`src/rtl/i2c_pkg.sv`:
```
// rtl/i2c_pkg.sv - op-codes, FSM states and sizing helper for the I2C shift engine
package i2c_pkg;

  localparam logic [2:0] OP_NOP    = 3'd0;
  localparam logic [2:0] OP_START  = 3'd1;
  localparam logic [2:0] OP_WRITE  = 3'd2;
  localparam logic [2:0] OP_READ   = 3'd3;
  localparam logic [2:0] OP_STOP   = 3'd4;
  localparam logic [2:0] OP_RSTART = 3'd5;

  typedef enum logic [3:0] {
    IDLE,
    START_W,
    RS_HI,
    RS_LO,
    STOP_LO,
    STOP_HI,
    WR_BIT,
    RD_BIT,
    DONE
  } state_t;

  // Bit counter must hold 0..data_w inclusive (data slots plus the ACK slot).
  function automatic int cnt_width(input int data_w);
    return $clog2(data_w + 1);
  endfunction

endpackage

```
`src/rtl/i2c_sda_sync.sv`:
```
// rtl/i2c_sda_sync.sv - multi-stage SDA pad synchronizer, resets to the released level
module i2c_sda_sync #(
  parameter int STAGES = 2
) (
  input  logic clk,
  input  logic reset_n,
  input  logic din,
  output logic dout
);

  logic [STAGES-1:0] chain;

  always_ff @(posedge clk or negedge reset_n) begin
    if (!reset_n) begin
      chain <= '1;
    end else begin
      chain <= {chain[STAGES-2:0], din};
    end
  end

  assign dout = chain[STAGES-1];

endmodule

```
`src/rtl/i2c_shift_engine.sv`:
```
// rtl/i2c_shift_engine.sv - command-driven I2C master SDA datapath
module i2c_shift_engine
  import i2c_pkg::*;
#(
  parameter int DATA_W      = 8,
  parameter bit MSB_FIRST   = 1'b1,
  parameter int SYNC_STAGES = 2
) (
  input  logic                          i2c_core_clock_i,
  input  logic                          reset_bit_n_i,
  input  logic                          cmd_valid_i,
  output logic                          cmd_ready_o,
  input  logic [2:0]                    cmd_op_i,
  input  logic [DATA_W-1:0]             tx_data_i,
  input  logic                          tx_ack_i,
  input  logic                          scl_fall_i,
  input  logic                          scl_rise_i,
  input  logic                          sda_i,
  output logic                          sda_o,
  output logic [DATA_W-1:0]             rx_data_o,
  output logic                          rx_ack_o,
  output logic                          done_o,
  output logic                          arb_lost_o,
  output logic [cnt_width(DATA_W)-1:0]  bit_cnt_o
);

  localparam int CW = cnt_width(DATA_W);
  localparam int IW = (DATA_W > 1) ? $clog2(DATA_W) : 1;
  localparam logic [CW-1:0] ACK_SLOT = CW'(DATA_W);

  state_t            state;
  logic [DATA_W-1:0] tx_word;
  logic              ack_level;
  logic              sda_sync;
  logic [IW-1:0]     bit_idx;

  i2c_sda_sync #(
    .STAGES (SYNC_STAGES)
  ) u_sda_sync (
    .clk     (i2c_core_clock_i),
    .reset_n (reset_bit_n_i),
    .din     (sda_i),
    .dout    (sda_sync)
  );

  // Only meaningful while bit_cnt_o is in a data slot.
  always_comb begin
    bit_idx = '0;
    if (MSB_FIRST) begin
      bit_idx = IW'(DATA_W - 1 - int'(bit_cnt_o));
    end else begin
      bit_idx = IW'(bit_cnt_o);
    end
  end

  always_ff @(posedge i2c_core_clock_i or negedge reset_bit_n_i) begin
    if (!reset_bit_n_i) begin
      state       <= IDLE;
      sda_o       <= 1'b1;
      cmd_ready_o <= 1'b1;
      done_o      <= 1'b0;
      arb_lost_o  <= 1'b0;
      rx_ack_o    <= 1'b1;
      rx_data_o   <= '0;
      bit_cnt_o   <= '0;
      tx_word     <= '0;
      ack_level   <= 1'b1;
    end else begin
      done_o <= 1'b0;
      case (state)
        IDLE: begin
          if (cmd_valid_i) begin
            cmd_ready_o <= 1'b0;
            arb_lost_o  <= 1'b0;
            bit_cnt_o   <= '0;
            tx_word     <= tx_data_i;
            ack_level   <= tx_ack_i;
            case (cmd_op_i)
              OP_START:  state <= START_W;
              OP_RSTART: state <= RS_HI;
              OP_STOP:   state <= STOP_LO;
              OP_WRITE:  state <= WR_BIT;
              OP_READ:   state <= RD_BIT;
              default: begin
                state  <= DONE;
                done_o <= 1'b1;
              end
            endcase
          end
        end
        START_W: begin
          if (!scl_fall_i && scl_rise_i) begin
            sda_o  <= 1'b0;
            state  <= DONE;
            done_o <= 1'b1;
          end
        end
        RS_HI: begin
          if (scl_fall_i) begin
            sda_o <= 1'b1;
            state <= RS_LO;
          end
        end
        RS_LO: begin
          if (!scl_fall_i && scl_rise_i) begin
            sda_o  <= 1'b0;
            state  <= DONE;
            done_o <= 1'b1;
          end
        end
        STOP_LO: begin
          if (scl_fall_i) begin
            sda_o <= 1'b0;
            state <= STOP_HI;
          end
        end
        STOP_HI: begin
          if (!scl_fall_i && scl_rise_i) begin
            sda_o  <= 1'b1;
            state  <= DONE;
            done_o <= 1'b1;
          end
        end
        WR_BIT: begin
          if (scl_fall_i) begin
            sda_o <= (bit_cnt_o == ACK_SLOT) ? 1'b1 : tx_word[bit_idx];
          end else if (scl_rise_i) begin
            if (bit_cnt_o == ACK_SLOT) begin
              rx_ack_o <= sda_sync;
              state    <= DONE;
              done_o   <= 1'b1;
            end else if (sda_o && !sda_sync) begin
              // Another master holds the line low while we release it.
              arb_lost_o <= 1'b1;
              sda_o      <= 1'b1;
              state      <= DONE;
              done_o     <= 1'b1;
            end else begin
              bit_cnt_o <= bit_cnt_o + CW'(1);
            end
          end
        end
        RD_BIT: begin
          if (scl_fall_i) begin
            sda_o <= (bit_cnt_o == ACK_SLOT) ? ack_level : 1'b1;
          end else if (scl_rise_i) begin
            if (bit_cnt_o == ACK_SLOT) begin
              state  <= DONE;
              done_o <= 1'b1;
            end else begin
              rx_data_o[bit_idx] <= sda_sync;
              bit_cnt_o          <= bit_cnt_o + CW'(1);
            end
          end
        end
        DONE: begin
          state       <= IDLE;
          cmd_ready_o <= 1'b1;
        end
        default: begin
          state       <= IDLE;
          cmd_ready_o <= 1'b1;
        end
      endcase
    end
  end

endmodule

```
`config.mk`:
```
export PLATFORM = sky130hd
export DESIGN_NAME = i2c_shift_engine
export DESIGN_NICKNAME = d
export VERILOG_FILES = /design/src/rtl/i2c_pkg.sv /design/src/rtl/i2c_sda_sync.sv /design/src/rtl/i2c_shift_engine.sv
export SDC_FILE = /design/constraint.sdc
export NUM_CORES = 1
export LEC_CHECK = 0
export CAP_MARGIN = 20
export CORE_AREA = 4 4 57 69
export CTS_CLUSTER_DIAMETER = 100
export CTS_CLUSTER_SIZE = 16
export DETAILED_ROUTE_END_ITERATION = 6
export DIE_AREA = 0 0 61 73
export PLACE_DENSITY = 0.8
export RECOVER_POWER = 50
export SYNTH_ARGS = -nofsm -noshare
export SYNTH_HDL_FRONTEND = slang
export SYNTH_SLANG_ARGS = --single-unit
```
`constraint.sdc`:
```
create_clock -name i2c_core_clock_i -period 5.65 [get_ports i2c_core_clock_i]
set_input_delay 1.13 -clock i2c_core_clock_i [delete_from_list [all_inputs] [get_ports i2c_core_clock_i]]
set_output_delay 1.13 -clock i2c_core_clock_i [all_outputs]
set_load 0.02 [all_outputs]
```
==> impl_metrics.yaml <==
synthesis:
  syn_avg_cell_area_um2: 10.90
  synthCells: 155
  synthesis.nets: 175
  synth_cell_type_count: 37
  yosys.area_share.simple_pct: 18.30
  async_reset_ff_share_pct: 100.0
  synth-seq-area-share_pct: 47.85
  ys.flop_type: "dfrtp_1"
  synth-seq-cells: 32
  yosysWarningCount: 0
  synth_xor_area_share_pct: 0
  synth_top_family_by_area: "simple AND/OR/NAND/NOR gates"
  synth_edf_count: 0
  synth_fa_ha_area_share_pct: 1.481
  synth_compound_area_share_pct: 11.26
  synth_area_um2: 1689
  synthMuxAreaShare_pct: 17.56
placement:
  dpl.cell_count: 218
  place_hpwl_um: 2788
  routabilityCongestion: 0.8372
  portBuffers: 34
global_routing:
  antenna_found_initial: 0
  grt.total_usage_pct: 19.48
  grt_pass1_vias: 1428
  grt-ovfl-total: 0
  grt_max_degree: 33
  grt_pass1_wl_um: 6389
sta:
  holdWs_ps: 363.3
  worstMarginPinSlew_ps: 1667
  relSlewSlack_pct: -11.12
  period_needed_ps: 3046
  rsz0062_at_grt: "false"
  finalSetupTns_ps: 0
  finalCritPeriodShare_pct: 53.91
  final-setup-viol-count: 0
  slew_violations: 33
  hold_viol: 0
  fmax_ghz: 0.3283
  finalClockSkew_ps: 2.958
layout:
  final_cell_mix: "clkdlybuf4s50_1 (29), dfrtp_1 (26), mux2_2 (21)"
  drive_gt1_share_pct: 18.52
  fin_cells: 226
  final_common_cell: "clkdlybuf4s50_1"
  area_growth_pct: 26.37
  antenna_cells: 0
  nets: 208
  fillerInstances: 279
floorplan:
  die_w_um: 61
  die_area_um2: 4453
  io_pins: 35
  start_util_pct: 51.49
  placementRows: 23
  coreArea_um2: 3281
  die_h_um: 73
detailed_routing:
  drc_errors: 0
  vias: 1400
  via_per_inst: 6.195
  drt-initial-drc-count: 91
  first_pass_iters: 4
  postRouteAntennaNets: 0
  drt_wl_total_um: 3831
  wl_per_cell_um: 16.95
power:
  peakVddDrop_v: 0.0002889
  seq_power_share_pct: 43.5
  p_sw_share_pct: 34.11
  p_total_w: 0.0008591
  p_switching_w: 0.0002931
  p_leak_nw: 0.9075
  comb_power_share_pct: 34.2
  power.density_nw_per_um2: 402.5
  clkPwrFrac_pct: 22.4
  internal-power_w: 0.0005660
worst_setup_path:
  slowest_delay_ps: 590
  crit_cells: 5
  critPathBufInv: 1
  reg2regPathDepth: 6
  cp-start-kind: "primary input"
  critPathSlowestCell: "dlygate4sd3_1"
  r2r_end: "rx_data_o[1]"
  cp_data_required_time_ps: 5820
  reg2reg_slack_ps: 3300
  crit_path_end: "rx_data_o[1]"
  path_max_fanout: 7
  startpoint: "scl_rise_i"
  end_kind: "flip-flop"
  crit_family: "simple AND/OR/NAND/NOR gates"
  crit_type: "primary input to flip-flop"
  crit_arrival_ps: 3220
  r2r-start: "bit_cnt_o[0]"
  crit_chain: "dlygate4sd3_1 > nor2b_1 > nand3_1 > nor4b_1 > mux2_2"
cts:
  post_cts_buffers: 0
  root_buffer: "clkbuf_8"
  post_cts_resized: 0
  cts_sinks: 32
  clk_latency_ps: 280
  cts_buffer_depth: 2
  postCtsHoldBufs: 0
  cts_tree: "built"
  htree_levels: 2
  clk_pin_slew_ps: 60
  numCtsBuffers: 5
job:
  max-cap-violations: 1
run_status:
  failed_checks: "max-capacitance violations, max-slew violations"
  status: "finished, violations left"
worst_hold_path:
  hold_path_class: "flip-flop to flip-flop"
## logic make-up after synthesis
logic type,count (synthesis)
muxes,27
AOI/OAI and AO/OA,28
and+or+nand+nor,53
adders and majority gates,2
buffers and inverters,13
DFF,32
## routing by layer
layer,track usage (%),wire length [um],up-vias
li1,-,-,642
met3,5.133,252,15
met5,0,0,-
met4,9.639,100,0
met2,31.87,1872,60
met1,23.21,1605,683
## worst min path at each step
stage / slack [ps] / start / depth (start not counted) / end
global placement: 350 / u_sda_sync.chain[0] / 0 / u_sda_sync.chain[1]
global route: 370 / u_sda_sync.chain[0] / 0 / u_sda_sync.chain[1]
finish: 360 / u_sda_sync.chain[0] / 0 / u_sda_sync.chain[1]
floorplan: 350 / u_sda_sync.chain[0] / 0 / u_sda_sync.chain[1]
detailed placement: 350 / u_sda_sync.chain[0] / 0 / u_sda_sync.chain[1]
CTS: 360 / u_sda_sync.chain[0] / 0 / u_sda_sync.chain[1]
## final cells by class
| class | count | area, um2 | share of cell area (%) |
|---|---|---|---|
| inverters | 4 | 15.01 | 0.7034 |
| clock buffers | 8 | 100.1 | 4.689 |
| multi-input cells | 110 | 820.8 | 38.45 |
| well taps | 37 | 46.29 | 2.169 |
| repair buffers | 35 | 344.1 | 16.12 |
| flip-flops and latches | 32 | 808.3 | 37.87 |
## power groups by stage
stage          combinational [W]  clock (W)  sequential, W
5_1_grt                 0.000323   0.000209       0.000384
4_1_cts                 0.000299   0.000197       0.000373
3_5_place_dp            0.000296          0       0.000377
2_1_floorplan           0.000224          0       0.000349
6_report                0.000294   0.000192       0.000373
3_3_place_gp            0.000289          0       0.000372
## state kept, by name (all words and copies together), names as in the netlist
signal / count
rx_data_o: 8
arb_lost_o: 1
u_sda_sync.chain: 2
bit_cnt_o: 4
tx_word: 8
ack_level: 1
sda_o: 1
cmd_ready_o: 1
done_o: 1
state: 4
rx_ack_o: 1
## synthesized netlist by cell type, types with 4 or more instances
cell type / n / area [um2]
inv_1: 4 / 15.01
buf_2: 6 / 30.03
a21oi_1: 5 / 25.02
dfrtp_1: 26 / 650.6
mux2i_1: 6 / 60.06
mux2_2: 21 / 236.5
nor2_1: 5 / 18.77
dfstp_2: 6 / 157.7
nand3_1: 8 / 40.04
a31oi_1: 6 / 37.54
nand4_1: 4 / 25.02
nand3b_1: 5 / 37.54
o21ai_0: 5 / 25.02
nand2_1: 10 / 37.54
## stage by stage
step	setup WS, ps	util (%)	cell area, um2
finish	2604	65.06	2135
detailed placement	2456	62.13	2038
global placement	2584	62.13	2038
global route	2488	65.06	2135
CTS	2743	65.18	2138
floorplan	3229	-	1689
No activity file was read; power rests on OpenSTA's default activity.
